### src/rtl/m_unit_sequencer.sv
// RV32M execution sequencer: single-cycle-registered multiplier and 32-step
// restoring divider behind a small IDLE/MUL/DIV/DONE controller.
//
// state | meaning
// ------+---------------------------------------------------------------
// IDLE  | waiting for an M-op; accepts start when not flushed
// MUL   | latched operands feed the multiplier, product registered on exit
// DIV   | one restoring-divide iteration per edge, counter 0..31
// DONE  | result valid for one cycle, pipeline released
module m_unit_sequencer #(
    parameter int DIV_CYCLES = 32
) (
    input  logic        clk,
    input  logic        rst_n,
    input  logic        start,
    input  logic [2:0]  func3,
    input  logic [31:0] rs1,
    input  logic [31:0] rs2,
    input  logic        flush,
    output logic        stall,
    output logic        busy,
    output logic        done,
    output logic [31:0] result
);

    typedef enum logic [1:0] {
        S_IDLE = 2'd0,
        S_MUL  = 2'd1,
        S_DIV  = 2'd2,
        S_DONE = 2'd3
    } state_t;

    localparam logic [5:0] LAST_ITER = 6'(DIV_CYCLES - 1);

    state_t      state_q, state_d;
    logic [5:0]  cnt_q, cnt_d;
    logic [1:0]  func3_q, func3_d;
    logic [31:0] a_q, a_d;
    logic [31:0] b_q, b_d;
    logic [31:0] div_b_q, div_b_d;
    logic [31:0] quo_q, quo_d;
    logic [31:0] rem_q, rem_d;
    logic        q_neg_q, q_neg_d;
    logic        r_neg_q, r_neg_d;
    logic [31:0] result_q, result_d;
    logic        busy_q, busy_d;
    logic        done_q, done_d;

    logic        in_div_signed;
    logic [31:0] in_a_abs;
    logic [31:0] in_b_abs;
    logic        in_div_zero;
    logic        in_div_ovf;

    logic        mul_a_sgn;
    logic        mul_b_sgn;
    logic [63:0] mul_a;
    logic [63:0] mul_b;
    logic [63:0] product;

    logic [32:0] rem_shift;
    logic        rem_fits;
    logic [31:0] rem_diff;
    logic [31:0] rem_next;
    logic [31:0] quo_next;
    logic [31:0] q_fix;
    logic [31:0] r_fix;

    // Operand conditioning at acceptance; func3[0]=0 selects the signed div ops.
    always_comb begin
        in_div_signed = ~func3[0];
        in_a_abs      = (in_div_signed && rs1[31]) ? (~rs1 + 32'd1) : rs1;
        in_b_abs      = (in_div_signed && rs2[31]) ? (~rs2 + 32'd1) : rs2;
        in_div_zero   = (rs2 == 32'd0);
        in_div_ovf    = in_div_signed && (rs1 == 32'h8000_0000) && (rs2 == 32'hFFFF_FFFF);
    end

    // Sign-extending both operands to 64 bits makes the low 64 product bits
    // correct for every signed/unsigned mix.
    always_comb begin
        mul_a_sgn = (func3_q == 2'b01) || (func3_q == 2'b10);
        mul_b_sgn = (func3_q == 2'b01);
        mul_a     = {{32{mul_a_sgn & a_q[31]}}, a_q};
        mul_b     = {{32{mul_b_sgn & b_q[31]}}, b_q};
        product   = mul_a * mul_b;
    end

    always_comb begin
        rem_shift = {rem_q, quo_q[31]};
        rem_fits  = (rem_shift >= {1'b0, div_b_q});
        rem_diff  = rem_shift[31:0] - div_b_q;
        rem_next  = rem_fits ? rem_diff : rem_shift[31:0];
        quo_next  = {quo_q[30:0], rem_fits};
        q_fix     = q_neg_q ? (~quo_next + 32'd1) : quo_next;
        r_fix     = r_neg_q ? (~rem_next + 32'd1) : rem_next;
    end

    always_comb begin
        state_d  = state_q;
        cnt_d    = cnt_q;
        func3_d  = func3_q;
        a_d      = a_q;
        b_d      = b_q;
        div_b_d  = div_b_q;
        quo_d    = quo_q;
        rem_d    = rem_q;
        q_neg_d  = q_neg_q;
        r_neg_d  = r_neg_q;
        result_d = result_q;

        case (state_q)
            S_IDLE: begin
                if (start && !flush) begin
                    func3_d = func3[1:0];
                    a_d     = rs1;
                    b_d     = rs2;
                    cnt_d   = 6'd0;
                    div_b_d = in_b_abs;
                    quo_d   = in_a_abs;
                    rem_d   = 32'd0;
                    q_neg_d = in_div_signed && (rs1[31] ^ rs2[31]);
                    r_neg_d = in_div_signed && rs1[31];
                    if (!func3[2]) begin
                        state_d = S_MUL;
                    end else if (in_div_zero) begin
                        result_d = func3[1] ? rs1 : 32'hFFFF_FFFF;
                        state_d  = S_DONE;
                    end else if (in_div_ovf) begin
                        result_d = func3[1] ? 32'd0 : 32'h8000_0000;
                        state_d  = S_DONE;
                    end else begin
                        state_d = S_DIV;
                    end
                end
            end
            S_MUL: begin
                result_d = (func3_q == 2'b00) ? product[31:0] : product[63:32];
                state_d  = S_DONE;
            end
            S_DIV: begin
                quo_d = quo_next;
                rem_d = rem_next;
                cnt_d = cnt_q + 6'd1;
                if (cnt_q == LAST_ITER) begin
                    result_d = func3_q[1] ? r_fix : q_fix;
                    state_d  = S_DONE;
                end
            end
            S_DONE: begin
                state_d = S_IDLE;
            end
            default: begin
                state_d = S_IDLE;
            end
        endcase

        // An aborted op must not disturb the last delivered result.
        if (flush) begin
            state_d  = S_IDLE;
            cnt_d    = 6'd0;
            result_d = result_q;
        end

        busy_d = (state_d != S_IDLE);
        done_d = (state_d == S_DONE);
    end

    always_ff @(posedge clk or negedge rst_n) begin
        if (!rst_n) begin
            state_q  <= S_IDLE;
            cnt_q    <= 6'd0;
            func3_q  <= 2'b00;
            a_q      <= 32'd0;
            b_q      <= 32'd0;
            div_b_q  <= 32'd0;
            quo_q    <= 32'd0;
            rem_q    <= 32'd0;
            q_neg_q  <= 1'b0;
            r_neg_q  <= 1'b0;
            result_q <= 32'd0;
            busy_q   <= 1'b0;
            done_q   <= 1'b0;
        end else begin
            state_q  <= state_d;
            cnt_q    <= cnt_d;
            func3_q  <= func3_d;
            a_q      <= a_d;
            b_q      <= b_d;
            div_b_q  <= div_b_d;
            quo_q    <= quo_d;
            rem_q    <= rem_d;
            q_neg_q  <= q_neg_d;
            r_neg_q  <= r_neg_d;
            result_q <= result_d;
            busy_q   <= busy_d;
            done_q   <= done_d;
        end
    end

    assign stall  = (start && (state_q == S_IDLE) && !flush) ||
                    (state_q == S_MUL) || (state_q == S_DIV);
    assign busy   = busy_q;
    assign done   = done_q;
    assign result = result_q;

endmodule

### config.mk
export PLATFORM = sky130hd
export DESIGN_NAME = m_unit_sequencer
export DESIGN_NICKNAME = d
export VERILOG_FILES = /design/src/rtl/m_unit_sequencer.sv
export SDC_FILE = /design/constraint.sdc
export NUM_CORES = 2
export LEC_CHECK = 0
export CORE_MARGIN = 8
export CORE_UTILIZATION = 41
export DETAILED_ROUTE_END_ITERATION = 8
export SYNTH_ARGS = -nofsm -noshare
export SYNTH_HDL_FRONTEND = slang
export SYNTH_SLANG_ARGS = --single-unit
export TNS_END_PERCENT = 20
### constraint.sdc
create_clock -name clk -period 10.7 [get_ports clk]
set_input_delay 2.14 -clock clk [delete_from_list [all_inputs] [get_ports clk]]
set_output_delay 2.14 -clock clk [all_outputs]
set_load 0.005 [all_outputs]
==> key figures <==
Run status
  • Outcome: completed

Clock network
  • CTS tree: yes
  • CTS H-tree lvls: 1
  • Setup bufs post-CTS: 0
  • CTS clock-pin slew for the worst setup and hold paths: 0.06 ns
  • CTS hold repair buffers: 0
  • Insertion delay to the later sink of the worst-skew pair: 0.58 ns
  • Clk buf depth: 3
  • Sink Count: 205
  • Clock root buffer: clkbuf_16
  • Resized Gates After CTS: 0
  • CTS buffer count: 29

Global route
  • Pin count of the biggest net entering global routing: 118
  • Tot GR Track Use: 23.8%
  • Vias in the first global route: 44.4k
  • First-pass GRT wire length: 265000 µm
  • Antenna violations before repair: 3
  • GRT Residual Overflow: 0

Yosys
  • Top cells by area, synth: fa_1, dfrtp_1, inv_1, nand2_1, ha_1
  • Number of flops mapped to enable cells by yosys: 0
  • Cells after synthesis: 6150
  • Total number of yosys warnings: 0
  • Post-synth net total: 7603
  • Syn Area/Cell: 8.58 µm²
  • Asr flop ratio synth: 100%
  • Dominant synthesized flop cell: dfrtp_1
  • Post-synthesis cell area: 52700 µm²
  • Post-synthesis sequential area ratio: 9.73%
  • Largest area contributor in the netlist: fa_1
  • Post-synthesis register bit count: 205
  • Most frequent cell after synthesis: inv_1
  • Most frequent cells after synthesis: inv_1, nand2_1, fa_1
  • Synth unique cells: 100
  • Share of the synthesized area in the top cell type: 42.7%

Finish
  • Design area: 56300 µm²
  • Final nets: 7506
  • Layout cells sized above 1: 3.52%
  • FF+latch area: 5130 µm²
  • Area Growth Syn to Fin: 6.84%
  • Fill cell count: 12.6k
  • Multi-input logic area: 41600 µm²

Timing
  • Rel. slew slack: 5.81%
  • Slew @ Worst Pin: 1.41 ns
  • F_max: 0.103 GHz
  • Final setup TNS: 0 ns
  • Final WS setup: 1.03 ns
  • Skew final: 0.0155 ns
  • Slew Limit Fails: 0
  • Final setup viols: 0
  • Period minus WS final: 9.67 ns
  • Final hold viol count: 0
  • RSZ-0062 raised after global routing: no
  • Period utilization: 90.3%

Floorplanning
  • Core Box Area: 128000 µm²
  • Initial Util: 41.3%
  • Die Span Y: 375 µm
  • Row count: 131
  • Ports: 106
  • DIE WIDTH: 375 µm
  • Full die area: 140000 µm²

Setup path
  • CP max stage delay: 0.87 ns
  • Reg2Reg Depth: 31
  • CP max-delay cell: fa_1
  • Worst path arrival time: 10.12 ns
  • Crit path required time: 11.16 ns
  • Maximum fanout along the worst path: 18
  • R2R Setup Slk: 1.03 ns
  • CP Class: flop to flop
  • CP Capture Point: result[31]$_DFFE_PN0P_
  • Crit end category: flop
  • Kind of start point of the critical path: flop
  • Reg2Reg Capture Point: result[31]$_DFFE_PN0P_
  • Critical R2R Launch: func3_q[0]$_DFFE_PN0P_
  • Critical Path Start: func3_q[0]$_DFFE_PN0P_

Routing
  • Post-Route WL: 166000 µm
  • DR DRC count: 0
  • DR WL/cell: 21.5 µm
  • Via count: 42.2k
  • Via density: 5.46
  • Antenna Nets Post-Route: 0
  • Drt pass-1 iters: 6
  • Initial DRC count: 3441

Worst hold path
  • Hold crit path type: flop to flop

Placed design
  • Worst slack at placement: 1.08 ns
  • Gp weighted congestion: 0.971
  • Placed Instance Area: 55400 µm²
  • DP Wirelength: 134000 µm
  • IO Port Bufs: 105

Job
  • Number of max-cap violations: 0
==> flip-flops by register name, indices dropped and copies added (netlist names) <==
signal / cells
b_q: 32
div_b_q: 31
q_neg_q: 1
result: 32
done: 1
func3_q: 2
quo_q: 32
r_neg_q: 1
rem_q: 32
a_q: 32
cnt_q: 6
busy: 1
state_q: 2
==> cell type report <==
type | count | area share [%]
multi-input combinational | 4345 | 73.8
clock inverter | 12 | 0.222
antenna | 6 | 0.0266
tap | 1662 | 3.69
sequential | 205 | 9.11
inverter | 1269 | 8.45
clock buffer | 39 | 1.48
timing repair buffer | 203 | 3.18
==> cell families (layout without fill, tap and decap cells) <==
logic type	after synthesis	in the layout	share of synthesized area (%)
adder cells (fa/ha/maj)	1382	1382	48.8
other	0	6	0
AO/OA/AOI/OAI	794	794	9.67
multiplexers	26	26	0.496
XOR/XNOR	185	185	3.07
buffers and inverters	1600	1523	11.4
AND/OR/NAND/NOR	1958	1958	16.8
flip-flops	205	205	9.73
==> stage by stage <==
step | std cells | util, % | hold WS, ns
after floorplan | 6150 | - | 0.446
after global placement | 7684 | 43.4 | 0.460
after detailed placement | 7684 | 43.4 | 0.464
after CTS | 7735 | 44.1 | 0.479
after global routing | 7738 | 44.1 | 0.501
final | 7741 | 44.1 | 0.477
==> worst min path at each step <==
stage	from	endpoint	slack, ns	cells past startpoint
global route	a_q[16]$_DFFE_PN0P_	a_q[16]$_DFFE_PN0P_	0.50	2
floorplan	cnt_q[5]$_DFFE_PN0P_	cnt_q[5]$_DFFE_PN0P_	0.45	1
CTS	a_q[29]$_DFFE_PN0P_	a_q[29]$_DFFE_PN0P_	0.48	2
detailed placement	a_q[29]$_DFFE_PN0P_	a_q[29]$_DFFE_PN0P_	0.46	2
global placement	a_q[4]$_DFFE_PN0P_	a_q[4]$_DFFE_PN0P_	0.46	2
finish	a_q[4]$_DFFE_PN0P_	a_q[4]$_DFFE_PN0P_	0.48	2
==> critical path: cells and delay by family, from the launching register on <==
| family | cells | cell delay, ns |
|---|---|---|
| AOI/OAI and AO/OA | 10 | 2.00 |
| adders and majority gates | 10 | 4.90 |
| buffers and inverters | 9 | 1.39 |
| DFF | 1 | 0.35 |
| and+or+nand+nor | 2 | 0.91 |
==> metal layers <==
metal	up-vias	GRT usage [%]	wire, µm
met5	-	0	0
met1	21900	33.1	71100
met4	0	6.91	5670
met2	1537	38.9	77500
met3	289	3.51	12200
li1	18500	-	-
==> placed cells by master (no fill, tap or decap), types with 10 or more instances in the layout <==
cell type,n
buf_4,98
o21a_1,28
nor2b_1,15
or4_1,10
and2_1,287
nor3_1,54
or2_2,18
o221ai_1,16
or3_1,26
o21ai_0,258
mux2i_1,25
o41ai_1,14
fa_1,1126
xnor2_1,110
nand2_1,1176
and3_1,41
dfrtp_1,202
o211ai_1,18
nand4_1,24
a31o_2,12
nand2b_1,22
nor2_1,184
o21bai_1,14
xor2_1,75
ha_1,255
a21o_1,43
clkbuf_16,29
clkdlybuf4s50_1,104
a211oi_1,28
inv_1,1263
a31oi_1,35
a21oi_1,172
nand3_1,36
nor4_1,21
o31ai_1,32
Power is not shown: default switching activity piles up to over one toggle a cycle in this logic, so the estimate is an artifact.
